===== src/rtl/sine_duty_gen.sv =====
// sine_duty_gen: three-phase sine duty generator for the centre-aligned PWM stage.
// Recomputes A/B/C once per PWM period from a phase accumulator and quarter-wave LUT.
//
// Ports:
//   Clk        system clock, rising edge
//   Reset      synchronous, active-low
//   Sync_In    one-clock pulse per PWM period; starts a computation when idle
//   Enable     1 = run, 0 = hold phase and commit mid-scale duties
//   Freq       phase increment per accepted Sync_In
//   Amplitude  unsigned scale, 1023 = full scale
//   A, B, C    duty words at 0 / 120 / 240 degrees
//   Busy       high from acceptance through the commit cycle
//   Update     one-clock pulse when A/B/C take new values
//
// Build option: define SINE_THIRD_HARMONIC_EN for min/max common-mode injection
// (adds a MIX cycle before COMMIT and clamps the duties).

module sine_duty_gen #(
  parameter int PHASE_W = 24,
  parameter int LUT_AW  = 8,
  parameter int DUTY_W  = 10
) (
  input  logic               Clk,
  input  logic               Reset,
  input  logic               Sync_In,
  input  logic               Enable,
  input  logic [PHASE_W-1:0] Freq,
  input  logic [9:0]         Amplitude,
  output logic [DUTY_W-1:0]  A,
  output logic [DUTY_W-1:0]  B,
  output logic [DUTY_W-1:0]  C,
  output logic               Busy,
  output logic               Update
);

  localparam int     LUT_N = 2 ** LUT_AW;
  localparam longint TURN  = 64'sd1 <<< PHASE_W;
  localparam logic [PHASE_W-1:0] OFF_B = PHASE_W'((TURN + 1) / 3);
  localparam logic [PHASE_W-1:0] OFF_C = PHASE_W'((2 * TURN + 1) / 3);
  localparam int     MID   = 2 ** (DUTY_W - 1);
  localparam int     TOP   = 2 ** DUTY_W - 1;
  localparam int     VW    = DUTY_W + 3;

  // Quarter-wave entry round(511*sin(pi/2*(i+0.5)/N)), evaluated at
  // elaboration with a 2^-30 fixed-point Taylor series.
  function automatic logic [8:0] q_entry(input int idx);
    longint x;
    longint x2;
    longint term;
    longint sum;
    longint v;
    x    = (longint'(1686629713) * longint'(2 * idx + 1)) >>> (LUT_AW + 1);
    x2   = (x * x) >>> 30;
    term = x;
    sum  = x;
    for (int k = 1; k <= 10; k++) begin
      term = -((term * x2) >>> 30) / longint'((2 * k) * (2 * k + 1));
      sum  = sum + term;
    end
    v = (sum * 511 + (64'sd1 <<< 29)) >>> 30;
    if (v > 511) v = 511;
    if (v < 0) v = 0;
    return 9'(v);
  endfunction

  function automatic logic [DUTY_W-1:0] duty_of(
    input logic signed [10:0] s,
    input logic signed [10:0] off
  );
    logic signed [VW-1:0] v;
    v = VW'(MID) + VW'(s) - VW'(off);
    if (v < 0) return '0;
    if (v > VW'(TOP)) return DUTY_W'(TOP);
    return DUTY_W'(v);
  endfunction

  typedef enum logic [2:0] {
    IDLE,
    CALC_A,
    CALC_B,
    CALC_C,
`ifdef SINE_THIRD_HARMONIC_EN
    MIX,
`endif
    COMMIT
  } state_t;

  state_t state;
  logic   step;

  logic [PHASE_W-1:0] phase;
  logic [9:0]         amp_r;
  logic               en_r;
  logic [8:0]         lut_q;
  logic               sign_q;
  logic signed [10:0] sa;
  logic signed [10:0] sb;
  logic signed [10:0] sc;

  logic [8:0] lut [LUT_N];

  for (genvar g = 0; g < LUT_N; g++) begin : g_lut
    localparam logic [8:0] QV = q_entry(g);
    assign lut[g] = QV;
  end

  logic [PHASE_W-1:0]          pw_off;
  logic [1:0]                  q;
  logic [LUT_AW-1:0]           i_raw;
  logic [LUT_AW-1:0]           idx;
  logic [PHASE_W-LUT_AW-3:0]   pw_unused;

  always_comb begin
    pw_off = '0;
    case (state)
      CALC_B:  pw_off = OFF_B;
      CALC_C:  pw_off = OFF_C;
      default: pw_off = '0;
    endcase
    {q, i_raw, pw_unused} = phase + pw_off;
    // odd quadrants run the quarter wave backwards
    idx = q[0] ? ~i_raw : i_raw;
  end

  logic [8:0]         mag;
  logic [9:0]         prod_unused;
  logic signed [10:0] s_new;

  always_comb begin
    {mag, prod_unused} = lut_q * amp_r;
    s_new = sign_q ? -$signed({2'b00, mag}) : $signed({2'b00, mag});
  end

`ifdef SINE_THIRD_HARMONIC_EN
  logic signed [10:0] off_r;
  logic signed [10:0] mx;
  logic signed [10:0] mn;
  logic signed [11:0] msum;
  logic signed [10:0] off_new;

  always_comb begin
    mx = sa;
    if (sb > mx) mx = sb;
    if (sc > mx) mx = sc;
    mn = sa;
    if (sb < mn) mn = sb;
    if (sc < mn) mn = sc;
    msum    = {mx[10], mx} + {mn[10], mn};
    off_new = 11'(msum >>> 1);
  end
`else
  logic signed [10:0] off_r;
  assign off_r = '0;
`endif

  always_ff @(posedge Clk) begin
    if (!Reset) begin
      state  <= IDLE;
      step   <= 1'b0;
      phase  <= '0;
      amp_r  <= '0;
      en_r   <= 1'b0;
      lut_q  <= '0;
      sign_q <= 1'b0;
      sa     <= '0;
      sb     <= '0;
      sc     <= '0;
      A      <= DUTY_W'(MID);
      B      <= DUTY_W'(MID);
      C      <= DUTY_W'(MID);
      Busy   <= 1'b0;
      Update <= 1'b0;
`ifdef SINE_THIRD_HARMONIC_EN
      off_r  <= '0;
`endif
    end else begin
      Update <= 1'b0;
      // Busy covers the commit cycle, so it drops one edge after Update
      if (Update) Busy <= 1'b0;
      case (state)
        IDLE: begin
          if (Sync_In && !Busy) begin
            amp_r <= Amplitude;
            en_r  <= Enable;
            if (Enable) phase <= phase + Freq;
            Busy  <= 1'b1;
            step  <= 1'b0;
            state <= CALC_A;
          end
        end
        CALC_A: begin
          step <= ~step;
          if (!step) begin
            lut_q  <= lut[idx];
            sign_q <= q[1];
          end else begin
            sa    <= s_new;
            state <= CALC_B;
          end
        end
        CALC_B: begin
          step <= ~step;
          if (!step) begin
            lut_q  <= lut[idx];
            sign_q <= q[1];
          end else begin
            sb    <= s_new;
            state <= CALC_C;
          end
        end
        CALC_C: begin
          step <= ~step;
          if (!step) begin
            lut_q  <= lut[idx];
            sign_q <= q[1];
          end else begin
            sc    <= s_new;
`ifdef SINE_THIRD_HARMONIC_EN
            state <= MIX;
`else
            state <= COMMIT;
`endif
          end
        end
`ifdef SINE_THIRD_HARMONIC_EN
        MIX: begin
          off_r <= off_new;
          state <= COMMIT;
        end
`endif
        COMMIT: begin
          if (en_r) begin
            A <= duty_of(sa, off_r);
            B <= duty_of(sb, off_r);
            C <= duty_of(sc, off_r);
          end else begin
            A <= DUTY_W'(MID);
            B <= DUTY_W'(MID);
            C <= DUTY_W'(MID);
          end
          Update <= 1'b1;
          state  <= IDLE;
        end
        default: begin
          state <= IDLE;
          step  <= 1'b0;
        end
      endcase
    end
  end

endmodule


===== config.mk =====
export PLATFORM = sky130hd
export DESIGN_NAME = sine_duty_gen
export DESIGN_NICKNAME = d
export VERILOG_FILES = /design/src/rtl/sine_duty_gen.sv
export SDC_FILE = /design/constraint.sdc
export NUM_CORES = 1
export LEC_CHECK = 0
export ABC_CLOCK_PERIOD_IN_PS = 13900
export CAP_MARGIN = 40
export CELL_PAD_IN_SITES_DETAIL_PLACEMENT = 1
export CELL_PAD_IN_SITES_GLOBAL_PLACEMENT = 2
export CORE_ASPECT_RATIO = 2
export CORE_UTILIZATION = 39
export DETAILED_ROUTE_END_ITERATION = 16
export PLACE_DENSITY = 0.93
export SLEW_MARGIN = 20
export SYNTH_ARGS = -nofsm -noshare
export SYNTH_HDL_FRONTEND = slang
export SYNTH_SLANG_ARGS = --single-unit

===== constraint.sdc =====
create_clock -name Clk -period 13.9 [get_ports Clk]
set_input_delay 2.78 -clock Clk [delete_from_list [all_inputs] [get_ports Clk]]
set_output_delay 2.78 -clock Clk [all_outputs]
set_load 0.05 [all_outputs]

==> reports/results.ini, run 1 <==
[outcome]
status=completed

[routing]
vias_per_cell=6.22
antenna_left=0
wl_per_cell_um=22.7
dr_total_vias=12400
dr.pass1.iters=5
drt_wl_total_um=45300
initialDrtViolationCount=657
drc_errors=0

[clock_tree]
post-cts-setup-buffer-count=0
insertion_delay_ps=440
cts_tree=yes
h-tree-depth=4
clockBufferDepth=2
postCtsResizedCells=0
hold_buffers=0
clkTransAtPathRegs_ps=60
cts_root_buffer=clkbuf_16
clock-sinks=114
cts_buffers=17

[critical_path]
slowest_delay_ps=750
cp_slowest_cell=o21ai_0
critPathTopFamily=simple AND/OR/NAND/NOR gates
critPathRequiredTime_ps=14260
end_kind=register
worstPathArrival_ps=6800
critPathBufInv=3
critPathMaxFanout=27
crit_chain=inv_1 -> nor3b_2 -> buf_4 -> ha_1 -> a21oi_1 -> o21ai_1 -> nor3_1 -> nor3b_1 -> or3_1 -> nand3_4 -> xnor2_2 -> inv_1 -> ha_1 -> nor2_1 -> nor3_1 -> o21ai_0 -> a32oi_1 -> o211ai_1
worstSetupPathType=reg -> reg
start_kind=register

[yosys]
synth_compound_area_frac=0.256
synth.avg_cell_area_sq_um=7.54
synth_top_area_frac=0.189
synthFlopType=dfxtp_1
ys_ff_latch=114
yosys.area_share.simple=0.226
synth-seq-area-share=0.189
synthArstFlopShare=0
synth_area_leaders=dfxtp_1, ha_1, fa_1
netlist_area_sq_um=12100
syn_nets=1795
netlist_instances=1603
synth.distinct_cells=92
synthMuxAreaShare=0.0185
yosysTopAreaCell=dfxtp_1
synth-edff-count=0
synthXorXnorAreaFrac=0.0473
ys.warnings.count=0
synth-adder-area-share=0.195
synth_top_family_by_area=compound AO/OA/AOI/OAI gates

[sta]
max_freq_mhz=155
fin_hold_ws_ps=447
finalCritPeriodShare=0.464
min_period_ps=6450
fin_ws_ps=7450
rsz0062_at_grt=false
skew_ps=9.44
setup_viol=0
max_slew_margin=0.371
hold_violations=0
slew_viol_final=0
finalSetupTns_ps=0
worst_pin_slew_ps=934

[grt]
grt-ovfl-total=0
antenna_found_initial=0
grt_pass1_vias=13200
grt_max_degree=63
grt.total_usage=0.295
grt_pass1_wl_um=72500

[placed_design]
place_congestion=0.984
dp_slack_ps=7600
place_hpwl_um=34500
port_buffers=69

[die]
die_height_um=251
rows=90
die_width_um=126
initial_utilization=0.399
core-area_sq_um=30300
dieArea_sq_um=31700
ioPinCount=70

[power]
total_power_uw=1250
powerDensity_nw_per_um2=91.2
ir_drop_mv=0.0837
p_leak_uw=0.00578

[min_path]
holdCritPathClass=reg -> reg

[cells_and_area]
drive_gt1_frac=0.0687
mostFrequentLayoutCell=nand2_1
diodes=0
finalNetCount=1809
most-common-layout-cells=nand2_1, a21oi_1, nor2_1
layout-area-overhead-vs-synth_pct=13.3

[run]
cap_viol_max_count=0

## power by group
| group | total [uW] | internal [uW] | leakage [uW] | switching, uW |
|---|---|---|---|---|
| logic | 412 | 146 | 0.00456 | 266 |
| registers | 374 | 341 | 0.000924 | 32.6 |
| clock network | 462 | 281 | 0.000292 | 181 |
| total | 1250 | 769 | 0.00578 | 480 |
## routing by layer
metal,part of all wire,GRT usage,vias up
met3,0.040,0.0464,205
met5,0,0,-
met4,0.079,0.232,0
met1,0.34,0.280,6089
met2,0.54,0.554,424
li1,-,-,5710
## registers in the layout, indices dropped and copies added, names as in the netlist
signal / cells
phase: 24
sa: 11
sb: 11
sc: 11
A: 10
B: 10
C: 10
amp_r: 10
lut_q: 9
state: 3
Busy: 1
Update: 1
en_r: 1
sign_q: 1
step: 1
## final cells by class
type	instances	area, sq um
Fill cell	3726	16600
Multi-Input combinational cell	1281	9000
Sequential cell	114	2280
Timing Repair Buffer	101	948
Clock buffer	20	467
Tap cell	368	460
Inverter	102	383
Clock inverter	12	146
## cells in the mapped netlist, types with 21 or more instances
master and n:
a211oi_1 29, a21oi_1 133, and2_1 63, clkbuf_1 78
dfxtp_1 114, fa_1 57, ha_1 97, inv_1 101
nand2_1 195, nand3_1 48, nor2_1 122, nor3_1 44
o21ai_0 107, o22ai_1 21, xnor2_1 42
## cells by family (layout without fill, tap and decap cells)
family | count (synthesis) | count (layout)
AO/OA/AOI/OAI | 474 | 474
XOR/XNOR | 62 | 62
adder cells (fa/ha/maj) | 154 | 154
multiplexers | 22 | 22
AND/OR/NAND/NOR | 569 | 569
flip-flops | 114 | 114
buffers and inverters | 208 | 235
## path summary, 6_finish.rpt
kind	depth (start not counted)	slack, ps	end	from
worst min-delay path	2	450	C[4]$_SDFFE_PN0P_	C[4]$_SDFFE_PN0P_
worst min register to register	2	450	C[4]$_SDFFE_PN0P_	C[4]$_SDFFE_PN0P_
worst max-delay path	18	7450	lut_q[0]$_SDFFE_PN0P_	state[0]$_SDFFE_PN0P_
worst max register to register	18	7450	lut_q[0]$_SDFFE_PN0P_	state[0]$_SDFFE_PN0P_
## stage by stage
step,cells,cell area (sq um),util
4_1_cts,1994,13700,0.451
2_1_floorplan,1603,12100,-
3_3_place_gp,1955,13000,0.428
6_report,1998,13700,0.452
5_1_grt,1998,13700,0.452
3_5_place_dp,1962,13000,0.430
## worst register-to-register path, delay by kind of cell (launching register included)
family,cells,cell delay (ps)
and+or+nand+nor,7,2100
DFF,1,480
xor gates and xnor gates,1,640
AOI/OAI and AO/OA,5,1550
buffers and inverters,3,750
adders and majority gates,2,830
(Power assumes the default switching activity.)
==> inputs of run 2 (changes only) <==
--- a/config.mk
+++ b/config.mk
@@ -5,14 +5,14 @@
 export SDC_FILE = /design/constraint.sdc
 export NUM_CORES = 1
 export LEC_CHECK = 0
-export ABC_CLOCK_PERIOD_IN_PS = 13900
+export ABC_CLOCK_PERIOD_IN_PS = 5700
 export CAP_MARGIN = 40
 export CELL_PAD_IN_SITES_DETAIL_PLACEMENT = 1
 export CELL_PAD_IN_SITES_GLOBAL_PLACEMENT = 2
 export CORE_ASPECT_RATIO = 2
-export CORE_UTILIZATION = 39
+export CORE_UTILIZATION = 33
 export DETAILED_ROUTE_END_ITERATION = 16
-export PLACE_DENSITY = 0.93
+export PLACE_DENSITY = 0.84
 export SLEW_MARGIN = 20
 export SYNTH_ARGS = -nofsm -noshare
 export SYNTH_HDL_FRONTEND = slang
==> constraint.sdc (replaced) <==
create_clock -name Clk -period 5.7 [get_ports Clk]
set_input_delay 1.14 -clock Clk [delete_from_list [all_inputs] [get_ports Clk]]
set_output_delay 1.14 -clock Clk [all_outputs]
set_load 0.05 [all_outputs]
==> run 2 against run 1 <==
Die area grew 18%. Worst setup slack worse by 7200 ps. Hold slack improved by 2.8 ps. Clock power up 140%. Largest cell class unchanged. Clock skew rose by 7.9 ps. Highest routed layer unchanged.
==> reports/results.ini, run 2 (same netlist as run 1, synthesis figures left out) <==
[cells_and_area]
diodes=0  ; unchanged
final_util=0.394  ; was 0.452
n_fill_cell=4411  ; was 3,726
layout-area-overhead-vs-synth_pct=17.2  ; was 13.3%
fin_area_sq_um=14200  ; was 13,700 sq um
regArea_sq_um=2300  ; was 2280 sq um
drive_gt1_frac=0.103  ; was 0.0687
multi_input_area_sq_um=9010  ; was 9000 sq um
mostFrequentLayoutCell=nand2_1  ; unchanged
top_register=phase  ; unchanged
finalNetCount=1857  ; was 1,809
largest_reg_flops=24  ; unchanged
most-common-layout-cells=nand2_1, a21oi_1, nor2_1  ; unchanged

[routing]
wl_per_cell_um=22.8  ; was 22.7 um
highest_layer=met4  ; unchanged
dr.pass1.iters=5  ; unchanged
wl_met3_um=1460  ; was 1830 um
initialDrtViolationCount=614  ; was 657
antenna_left=0  ; unchanged
dr_total_vias=12400  ; about the same
drt_wl_total_um=48500  ; was 45,300 um
wl_met1_um=16300  ; was 15,500 um
drc_errors=0  ; unchanged
wl_met2_um=27000  ; was 24,300 um
vias_per_cell=5.84  ; was 6.22

[grt]
grt-ovfl-total=0  ; unchanged
grt_max_degree=47  ; was 63
grt_pass1_wl_um=75700  ; was 72,500 um
grt.total_usage=0.269  ; was 0.295
grt_pass1_vias=13400  ; was 13,200
antenna_found_initial=0  ; unchanged

[sta]
max_freq_mhz=184  ; was 155 MHz
rsz0062_at_grt=false  ; unchanged
setup_viol=0  ; unchanged
skew_ps=17.4  ; was 9.44 ps
worst_pin_slew_ps=793  ; was 934 ps
slew_viol_final=0  ; unchanged
max_slew_margin=0.468  ; was 0.371
finalSetupTns_ps=0  ; unchanged
min_period_ps=5430  ; was 6450 ps
hold_violations=0  ; unchanged
finalCritPeriodShare=0.953  ; was 0.464

[placed_design]
place_congestion=0.982  ; was 0.984
port_buffers=69  ; unchanged
placed_area_sq_um=13500  ; was 13,000 sq um
place_hpwl_um=38300  ; was 34,500 um

[clock_tree]
cts_tree=yes  ; unchanged
cts_buffers=17  ; unchanged
post-cts-setup-buffer-count=0  ; unchanged
hold_buffers=0  ; unchanged
postCtsResizedCells=0  ; unchanged
clkTransAtPathRegs_ps=70  ; was 60 ps
clockBufferDepth=2  ; unchanged
cts_root_buffer=clkbuf_16  ; unchanged
clock-sinks=114  ; unchanged
h-tree-depth=4  ; unchanged
insertion_delay_ps=450  ; was 440 ps

[critical_path]
slowest_delay_ps=570  ; was 750 ps
worstPathArrival_ps=5800  ; was 6800 ps
cp_slowest_cell=a32oi_1  ; was o21ai_0
r2r_slack_ps=270  ; was 7450 ps
crit_path_start=state[1]$_SDFFE_PN0P_  ; was state[0]$_SDFFE_PN0P_
critPathBufInv=4  ; was 3
critPathTopFamily=compound AO/OA/AOI/OAI gates  ; was simple AND/OR/NAND/NOR gates
r2r_start=state[1]$_SDFFE_PN0P_  ; was state[0]$_SDFFE_PN0P_
critPathRequiredTime_ps=6070  ; was 14,260 ps
endpoint=lut_q[1]$_SDFFE_PN0P_  ; was lut_q[0]$_SDFFE_PN0P_
end_kind=register  ; unchanged
r2r_cells=19  ; was 18
start_kind=register  ; unchanged
worstSetupPathType=reg -> reg  ; unchanged
reg2reg_to=lut_q[1]$_SDFFE_PN0P_  ; was lut_q[0]$_SDFFE_PN0P_
crit_chain=nor3b_2 -> buf_4 -> ha_1 -> a21oi_1 -> o21ai_0 -> buf_4 -> nor3_1 -> nor3b_1 -> or3_1 -> nand3_4 -> xnor2_2 -> inv_1 -> ha_1 -> inv_1 -> o22ai_1 -> o31ai_1 -> nand3_1 -> a32oi_1 -> o31a_1  ; was inv_1 -> nor3b_2 -> buf_4 -> ha_1 -> a21oi_1 -> o21ai_1 -> nor3_1 -> nor3b_1 -> or3_1 -> nand3_4 -> xnor2_2 -> inv_1 -> ha_1 -> nor2_1 -> nor3_1 -> o21ai_0 -> a32oi_1 -> o211ai_1
critPathMaxFanout=12  ; was 27
cp.depth=19  ; was 18

[die]
ioPinCount=70  ; unchanged
die_width_um=137  ; was 126 um
initial_utilization=0.336  ; was 0.399
dieArea_sq_um=37400  ; was 31,700 sq um
core-area_sq_um=35900  ; was 30,300 sq um
die_height_um=273  ; was 251 um
rows=98  ; was 90

[power]
p_leak_uw=0.00601  ; was 0.00578 uW
swShare=0.401  ; was 0.384
powerDensity_nw_per_um2=218  ; was 91.2 nW/um^2
total_power_uw=3090  ; was 1250 uW
p_switching_uw=1240  ; was 480 uW
pwr-share-clk=0.362  ; was 0.370
p_int_uw=1850  ; was 769 uW
ir_drop_mv=0.233  ; was 0.0837 mV
seqPwrFrac=0.291  ; was 0.300
pwr-share-comb=0.348  ; was 0.330

[min_path]
min_path_cells=2  ; unchanged
hold_start=C[6]$_SDFFE_PN0P_  ; was C[4]$_SDFFE_PN0P_
holdCritPathClass=reg -> reg  ; unchanged

[outcome]
status=completed  ; unchanged

[run]
cap_viol_max_count=0  ; unchanged

run 2: final cells by class:
class                      count  area share
multi-input combinational   1281       0.637
sequential                   114       0.162
timing repair buffer         149      0.0927
tap                          450      0.0398
clock buffer                  17      0.0300
inverter                     102      0.0270
clock inverter                15      0.0115
run 2: metrics by stage:
stage,setup WS (ps),instances,hold slack (ps)
detailed placement,79.8,2095,446
global placement,257,2089,440
CTS,36.5,2127,453
finish,270,2128,450
global route,2.53,2128,476
floorplan,292,1603,427
run 2: worst register-to-register path, cell delays in order (launching register included):
cell	delay (ps)
dfxtp_1	450
nor3b_2	220
buf_4	260
ha_1	320
a21oi_1	160
o21ai_0	190
buf_4	210
nor3_1	120
nor3b_1	340
or3_1	280
nand3_4	120
xnor2_2	270
inv_1	270
ha_1	400
inv_1	300
o22ai_1	110
o31ai_1	380
nand3_1	120
a32oi_1	570
o31a_1	280
run 2: power groups by stage:
stage | clock network [uW] | logic [uW] | registers (uW)
finish | 1120 | 1070 | 897
global route | 1170 | 1160 | 904
CTS | 1140 | 1060 | 895
detailed placement | 0 | 1050 | 912
global placement | 0 | 1040 | 910
floorplan | 0 | 686 | 869
run 2: metal layers:
layer  track usage  vias to the layer above
li1              -                     5804
met1         0.248                     6115
met2         0.520                      333
met3        0.0388                      167
met4         0.194                        0
met5             0                        -
run 2: how the worst min path moves through the flow:
| stage | slack, ps | endpoint |
|---|---|---|
| 2_1_floorplan | 430 | sa[8]$_SDFFE_PN0P_ |
| 3_5_place_dp | 450 | C[5]$_SDFFE_PN0P_ |
| 5_1_grt | 480 | C[6]$_SDFFE_PN0P_ |
| 6_report | 450 | C[6]$_SDFFE_PN0P_ |
| 4_1_cts | 450 | C[6]$_SDFFE_PN0P_ |
| 3_3_place_gp | 440 | B[0]$_SDFFE_PN0P_ |
